<file path="src/rtl/dsp_mac_sequencer.sv">
// Multiply-accumulate sequencer for one DSP48A1 slice: streams (a, b) pairs and returns the 48-bit sum.
// Optional sticky carry-out flag on res_ovf_o when DSP_MAC_OVF_EN is defined (tied to 0 otherwise).
module dsp_mac_sequencer #(
   parameter int LEN_W      = 8,
   parameter int MUL_LAT    = 2,
   parameter int OPMODE_LAT = 1
) (
   input  logic             clk,
   input  logic             rst,
   input  logic             start_i,
   input  logic [LEN_W-1:0] len_i,
   output logic             busy_o,
   input  logic             in_valid_i,
   output logic             in_ready_o,
   input  logic [17:0]      in_a_i,
   input  logic [17:0]      in_b_i,
   output logic [17:0]      dsp_a_o,
   output logic [17:0]      dsp_b_o,
   output logic             dsp_cea_o,
   output logic             dsp_ceb_o,
   output logic             dsp_cem_o,
   output logic             dsp_ceopmode_o,
   output logic             dsp_cep_o,
   output logic [7:0]       dsp_opmode_o,
   input  logic [47:0]      dsp_p_i,
   input  logic             dsp_carryout_i,
   output logic             res_valid_o,
   input  logic             res_ready_i,
   output logic [47:0]      res_data_o,
   output logic             res_ovf_o
);

   typedef enum logic [1:0] {
      S_IDLE,
      S_ACCUM,
      S_DRAIN,
      S_DONE
   } state_e;

   // Beat tracking depth: one stage past the P register marks "P now valid".
   localparam int PD = MUL_LAT + 1;
   localparam int FD = MUL_LAT - OPMODE_LAT;

   localparam logic [7:0] OPM_FIRST = 8'h01;
   localparam logic [7:0] OPM_ACC   = 8'h09;
   localparam logic [7:0] OPM_IDLE  = 8'h00;

   state_e           state_q, state_d;
   logic [LEN_W-1:0] cnt_q, cnt_d;
   logic             first_pend_q, first_pend_d;
   logic [PD:1]      vld_q, vld_d;
   logic [PD:1]      last_q, last_d;
   logic [FD:1]      first_q, first_d;
   logic [47:0]      res_data_q, res_data_d;

   logic beat;
   logic done_pulse;

   assign beat       = (state_q == S_ACCUM) && in_valid_i;
   assign done_pulse = vld_q[PD] && last_q[PD];

   // NOTE: every always_comb output gets a default before any branch, so no path can infer a latch.
   always_comb begin
      state_d      = state_q;
      cnt_d        = cnt_q;
      first_pend_d = first_pend_q;
      res_data_d   = res_data_q;
      vld_d        = (vld_q << 1)   | PD'(beat);
      last_d       = (last_q << 1)  | PD'(beat && (cnt_q == LEN_W'(1)));
      first_d      = (first_q << 1) | FD'(beat && first_pend_q);

      unique case (state_q)
         S_IDLE: begin
            if (start_i) begin
               first_pend_d = 1'b1;
               res_data_d   = '0;
               if (len_i != '0) begin
                  cnt_d   = len_i;
                  state_d = S_ACCUM;
               end else begin
                  state_d = S_DONE;
               end
            end
         end
         S_ACCUM: begin
            if (beat) begin
               cnt_d        = cnt_q - LEN_W'(1);
               first_pend_d = 1'b0;
               if (cnt_q == LEN_W'(1)) begin
                  state_d = S_DRAIN;
               end
            end
         end
         S_DRAIN: begin
            if (done_pulse) begin
               res_data_d = dsp_p_i;
               state_d    = S_DONE;
            end
         end
         S_DONE: begin
            if (res_ready_i) begin
               state_d = S_IDLE;
            end
         end
         default: state_d = S_IDLE;
      endcase
   end

   // NOTE: state uses non-blocking assignments only; the beat shift register is reset too, so a
   // mid-job rst cannot leave stale enables flowing into the slice.
   always_ff @(posedge clk or posedge rst) begin
      if (rst) begin
         state_q      <= S_IDLE;
         cnt_q        <= '0;
         first_pend_q <= 1'b0;
         vld_q        <= '0;
         last_q       <= '0;
         first_q      <= '0;
         res_data_q   <= '0;
      end else begin
         state_q      <= state_d;
         cnt_q        <= cnt_d;
         first_pend_q <= first_pend_d;
         vld_q        <= vld_d;
         last_q       <= last_d;
         first_q      <= first_d;
         res_data_q   <= res_data_d;
      end
   end

   assign busy_o         = (state_q != S_IDLE);
   assign in_ready_o     = (state_q == S_ACCUM);
   assign res_valid_o    = (state_q == S_DONE);
   assign res_data_o     = res_data_q;

   assign dsp_a_o        = in_a_i;
   assign dsp_b_o        = in_b_i;
   assign dsp_cea_o      = beat;
   assign dsp_ceb_o      = beat;
   assign dsp_cem_o      = vld_q[1];
   assign dsp_ceopmode_o = vld_q[FD];
   assign dsp_cep_o      = vld_q[MUL_LAT];
   // First beat loads P from M alone; later beats add M onto the held P.
   assign dsp_opmode_o   = vld_q[FD] ? (first_q[FD] ? OPM_FIRST : OPM_ACC) : OPM_IDLE;

`ifdef DSP_MAC_OVF_EN
   logic ovf_q, ovf_d;

   // Carry-out is meaningful only in the cycle right after one of this job's P updates.
   always_comb begin
      ovf_d = ovf_q;
      if (state_q == S_IDLE && start_i) begin
         ovf_d = 1'b0;
      end else if (vld_q[PD] && dsp_carryout_i) begin
         ovf_d = 1'b1;
      end
   end

   always_ff @(posedge clk or posedge rst) begin
      if (rst) begin
         ovf_q <= 1'b0;
      end else begin
         ovf_q <= ovf_d;
      end
   end

   assign res_ovf_o = ovf_q;
`else
   logic unused_carryout;
   assign unused_carryout = dsp_carryout_i;
   assign res_ovf_o       = 1'b0;
`endif

endmodule

</file>
<file path="config.mk">
export PLATFORM = sky130hd
export DESIGN_NAME = dsp_mac_sequencer
export DESIGN_NICKNAME = d
export VERILOG_FILES = /design/src/rtl/dsp_mac_sequencer.sv
export SDC_FILE = /design/constraint.sdc
export NUM_CORES = 1
export LEC_CHECK = 0
export CAP_MARGIN = 15
export CELL_PAD_IN_SITES_DETAIL_PLACEMENT = 2
export CELL_PAD_IN_SITES_GLOBAL_PLACEMENT = 2
export CORE_UTILIZATION = 20
export CTS_CLUSTER_SIZE = 10
export DETAILED_ROUTE_END_ITERATION = 8
export GPL_ROUTABILITY_DRIVEN = 0
export GPL_TIMING_DRIVEN = 0
export PLACE_DENSITY = 0.9
export SKIP_CTS_REPAIR_TIMING = 1
export SLEW_MARGIN = 5
export SYNTH_ARGS = -nofsm -noshare
export SYNTH_HDL_FRONTEND = slang
export SYNTH_SLANG_ARGS = --single-unit
</file>
<file path="constraint.sdc">
create_clock -name clk -period 2.15 [get_ports clk]
set_clock_uncertainty 0.05 [all_clocks]
set_input_delay 0.215 -clock clk [delete_from_list [all_inputs] [get_ports clk]]
set_output_delay 0.215 -clock clk [all_outputs]
set_load 0.05 [all_outputs]
</file>
==> impl_metrics.env <==
export IMPL_run_status="completed"
export IMPL_synth_seq_area_share_pct=49.5
export IMPL_final_hold_viol_count=0
export IMPL_comb_power_share_pct=60.8
export IMPL_clock_power_share_pct=15.2
export IMPL_arrival_ns=1.78
export IMPL_ys_ff_latch=66
export IMPL_syn_area_um2=3330
export IMPL_synth_area_leaders="dfrtp_1 50%, nand2_1 12%, buf_4 10%"
export IMPL_post_route_util_pct=34.7
export IMPL_layout_commonest_cell="clkdlybuf4s50_1"
export IMPL_dr_pass1_iters=4
export IMPL_dieArea_um2=17200
export IMPL_drv_cap=0
export IMPL_seq_power_share_pct=23.9
export IMPL_clk_path_buf_depth=2
export IMPL_initial_core_util_pct=20.8
export IMPL_antenna_found_initial=0
export IMPL_final_setup_viol_count=0
export IMPL_crit_path_start_kind="flip-flop"
export IMPL_clkLatencyLatePin_ns=0.33
export IMPL_io_buffers=154
export IMPL_drt_total_wl_um=12600
export IMPL_r2r_end="res_data_o[47]$_DFFE_PP0P_"
export IMPL_ir_drop_uv=567
export IMPL_clock_sinks=66
export IMPL_grt_usage_pct=15.0
export IMPL_root_buffer="clkbuf_16"
export IMPL_p_leak_uw=0.00263
export IMPL_async_flop_share_pct=100
export IMPL_p_int_uw=4600
export IMPL_holdWs_ns=0.0579
export IMPL_synth_edf_count=0
export IMPL_clk_pin_slew_worst_paths_ns=0.06
export IMPL_r2r_slack_ns=0.13
export IMPL_via_per_inst=4.36
export IMPL_cp_top_family="buffers and inverters"
export IMPL_avgSynthCellArea_um2=8.91
export IMPL_num_rows=46
export IMPL_netlist_area_leader_share_pct=49.5
export IMPL_fp_coreArea_um2=16100
export IMPL_synth_flop_cell="dfrtp_1"
export IMPL_period_share_pct=95.0
export IMPL_syn_to_final_growth_pct=66.9
export IMPL_drtAntennaViolNets=0
export IMPL_stdcell_area_um2=5560
export IMPL_drc_errors=0
export IMPL_grt_pass1_vias=3724
export IMPL_htreeDepth=3
export IMPL_chipWidth_um=131
export IMPL_final_min_clock_period_ns=2.04
export IMPL_critPathKind="reg -> out"
export IMPL_swShare_pct=51.2
export IMPL_cts_buffers=9
export IMPL_num_nets_final=650
export IMPL_postLayoutSetupSlackWorst_ns=0.108
export IMPL_highest_layer="met4"
export IMPL_grt_pass1_wl_um=19200
export IMPL_worstReg2RegStart="state_q[0]$_DFFE_PP0P_"
export IMPL_place_ws_ns=-0.575
export IMPL_ys_types=39
export IMPL_max_stage_delay_ns=0.39
export IMPL_worst_path_most_repeated_cell="buf_6"
export IMPL_critPathBufInv=6
export IMPL_powerDensity_nw_per_um2=1690
export IMPL_fmax_ghz=0.490
export IMPL_wl_met2_um=6880
export IMPL_yosysWarnings=0
export IMPL_die_h_um=131
export IMPL_vias=3333
export IMPL_cp_end_kind="primary output"
export IMPL_wl_per_cell_um=16.4
export IMPL_diodes=0
export IMPL_hpwl_um=9840
export IMPL_drt_iter0_markers=58
export IMPL_p_sw_uw=4830
export IMPL_synth_area_leader_cell="dfrtp_1"
export IMPL_wl_met3_um=709
export IMPL_drive_gt1_share_pct=16.9
export IMPL_ios=199
export IMPL_required_ns=1.88
export IMPL_grt_ovfl_total=0
export IMPL_grt_max_degree=66
export IMPL_m1WireLength_um=4800
export IMPL_mostFrequentLayoutCells="150 x clkdlybuf4s50_1, 105 x nand2_1, 65 x dfrtp_1"
export IMPL_holdCritPathClass="in -> async"
export IMPL_crit_fanout=10
export IMPL_cp_cell_sequence="inv_2 -> ha_4 -> buf_6 -> buf_6 -> nand2_2 -> clkinvlp_4 -> buf_4 -> buf_6"
export IMPL_nFillCells=1794
export IMPL_postSynthCellCount=374
export IMPL_finalMaxSlewViolations=0
export IMPL_worst_pin_slew_ns=0.585
export IMPL_ff2ff_path_depth=8
export IMPL_slew_headroom_pct=60.7
export IMPL_cts_tree="built"
export IMPL_postPlaceCellArea_um2=5220
export IMPL_cpMaxStageDelayCell="dfrtp_1"
-- worst max path at each step --
stage / startpoint / end / cells after the start / slack [ns]
6_report: state_q[1]$_DFFE_PP0P_ / dsp_ceb_o / 8 / 0.11
5_1_grt: state_q[1]$_DFFE_PP0P_ / cnt_q[7]$_DFFE_PP0P_ / 6 / -0.01
4_1_cts: state_q[1]$_DFFE_PP0P_ / dsp_ceb_o / 8 / -0.94
3_5_place_dp: state_q[1]$_DFFE_PP0P_ / dsp_ceb_o / 8 / -0.58
3_3_place_gp: rst / res_data_o[5]$_DFFE_PP0P_ / 2 / -1.08
2_1_floorplan: state_q[1]$_DFFE_PP0P_ / dsp_ceb_o / 7 / 0.11
-- cell type report --
cell class / instances / area (µm²) / area share [%]
Sequential cell: 66 / 1650 / 29.7
Buffer: 64 / 455 / 8.19
Multi-Input combinational cell: 240 / 1290 / 23.2
Clock inverter: 2 / 10.0 / 0.180
Clock buffer: 13 / 280 / 5.04
Timing Repair Buffer: 155 / 1570 / 28.1
Tap cell: 216 / 270 / 4.86
Inverter: 9 / 40.0 / 0.720
-- logic make-up after synthesis --
family / after synthesis / synth area share [%]
simple gates: 189 / 25.6
other cells: 1 / 0.113
compound gates: 34 / 7.40
flops: 66 / 49.5
mux: 3 / 0.901
buf+inv: 74 / 13.8
fa+ha+maj: 7 / 2.63
-- synthesized netlist by cell type, types with 2 or more instances --
master and number:
buf_2 8, nor2_1 11, ha_1 7, nand3b_1 2, clkbuf_1 11, buf_4 46
dfrtp_1 66, a41oi_1 2, o21ai_0 6, nand3_1 50, nand2b_1 2, a21oi_1 10
a2bb2oi_1 2, o22a_1 2, nor2b_1 8, mux2i_1 3, nor3_1 2, inv_1 9
or4_4 2, nand2_1 106
-- metrics by stage --
step / total power [µW] / setup TNS [ns] / instances
after floorplan: 5850 / 0 / 380
after global placement: 7630 / -83.80 / 750
after detailed placement: 7940 / -13.81 / 751
after CTS: 9440 / -16.91 / 766
after global routing: 10000 / -0.0117 / 765
final: 9430 / 0 / 765
-- registers in the layout, indices dropped and copies added (netlist names) --
register      count
cnt_q             8
first_pend_q      1
first_q           1
last_q            3
res_data_o       48
state_q           2
vld_q             3
-- worst reg2reg max path, cell delays in order (launching register included) --
cell and delay (ns):
dfrtp_2 0.41, inv_2 0.07, ha_1 0.23, nor2b_1 0.18, or3_4 0.44, buf_4 0.19
buf_4 0.18, nand2_1 0.07, nand2_1 0.08
-- metal layers --
layer	global-route usage (%)	up-vias
met5	0	-
met4	6.29	0
met3	3.57	12
met2	28.4	117
met1	15.8	1675
li1	-	1529
-- power by group through the flow --
stage / registers [µW] / logic (µW) / clock network [µW]
5_1_grt: 2330 / 6140 / 1540
4_1_cts: 2250 / 5690 / 1490
2_1_floorplan: 3780 / 2080 / 0
6_report: 2260 / 5740 / 1440
3_3_place_gp: 2190 / 5440 / 0
3_5_place_dp: 2270 / 5670 / 0
No activity file was read; power rests on OpenSTA's default activity.
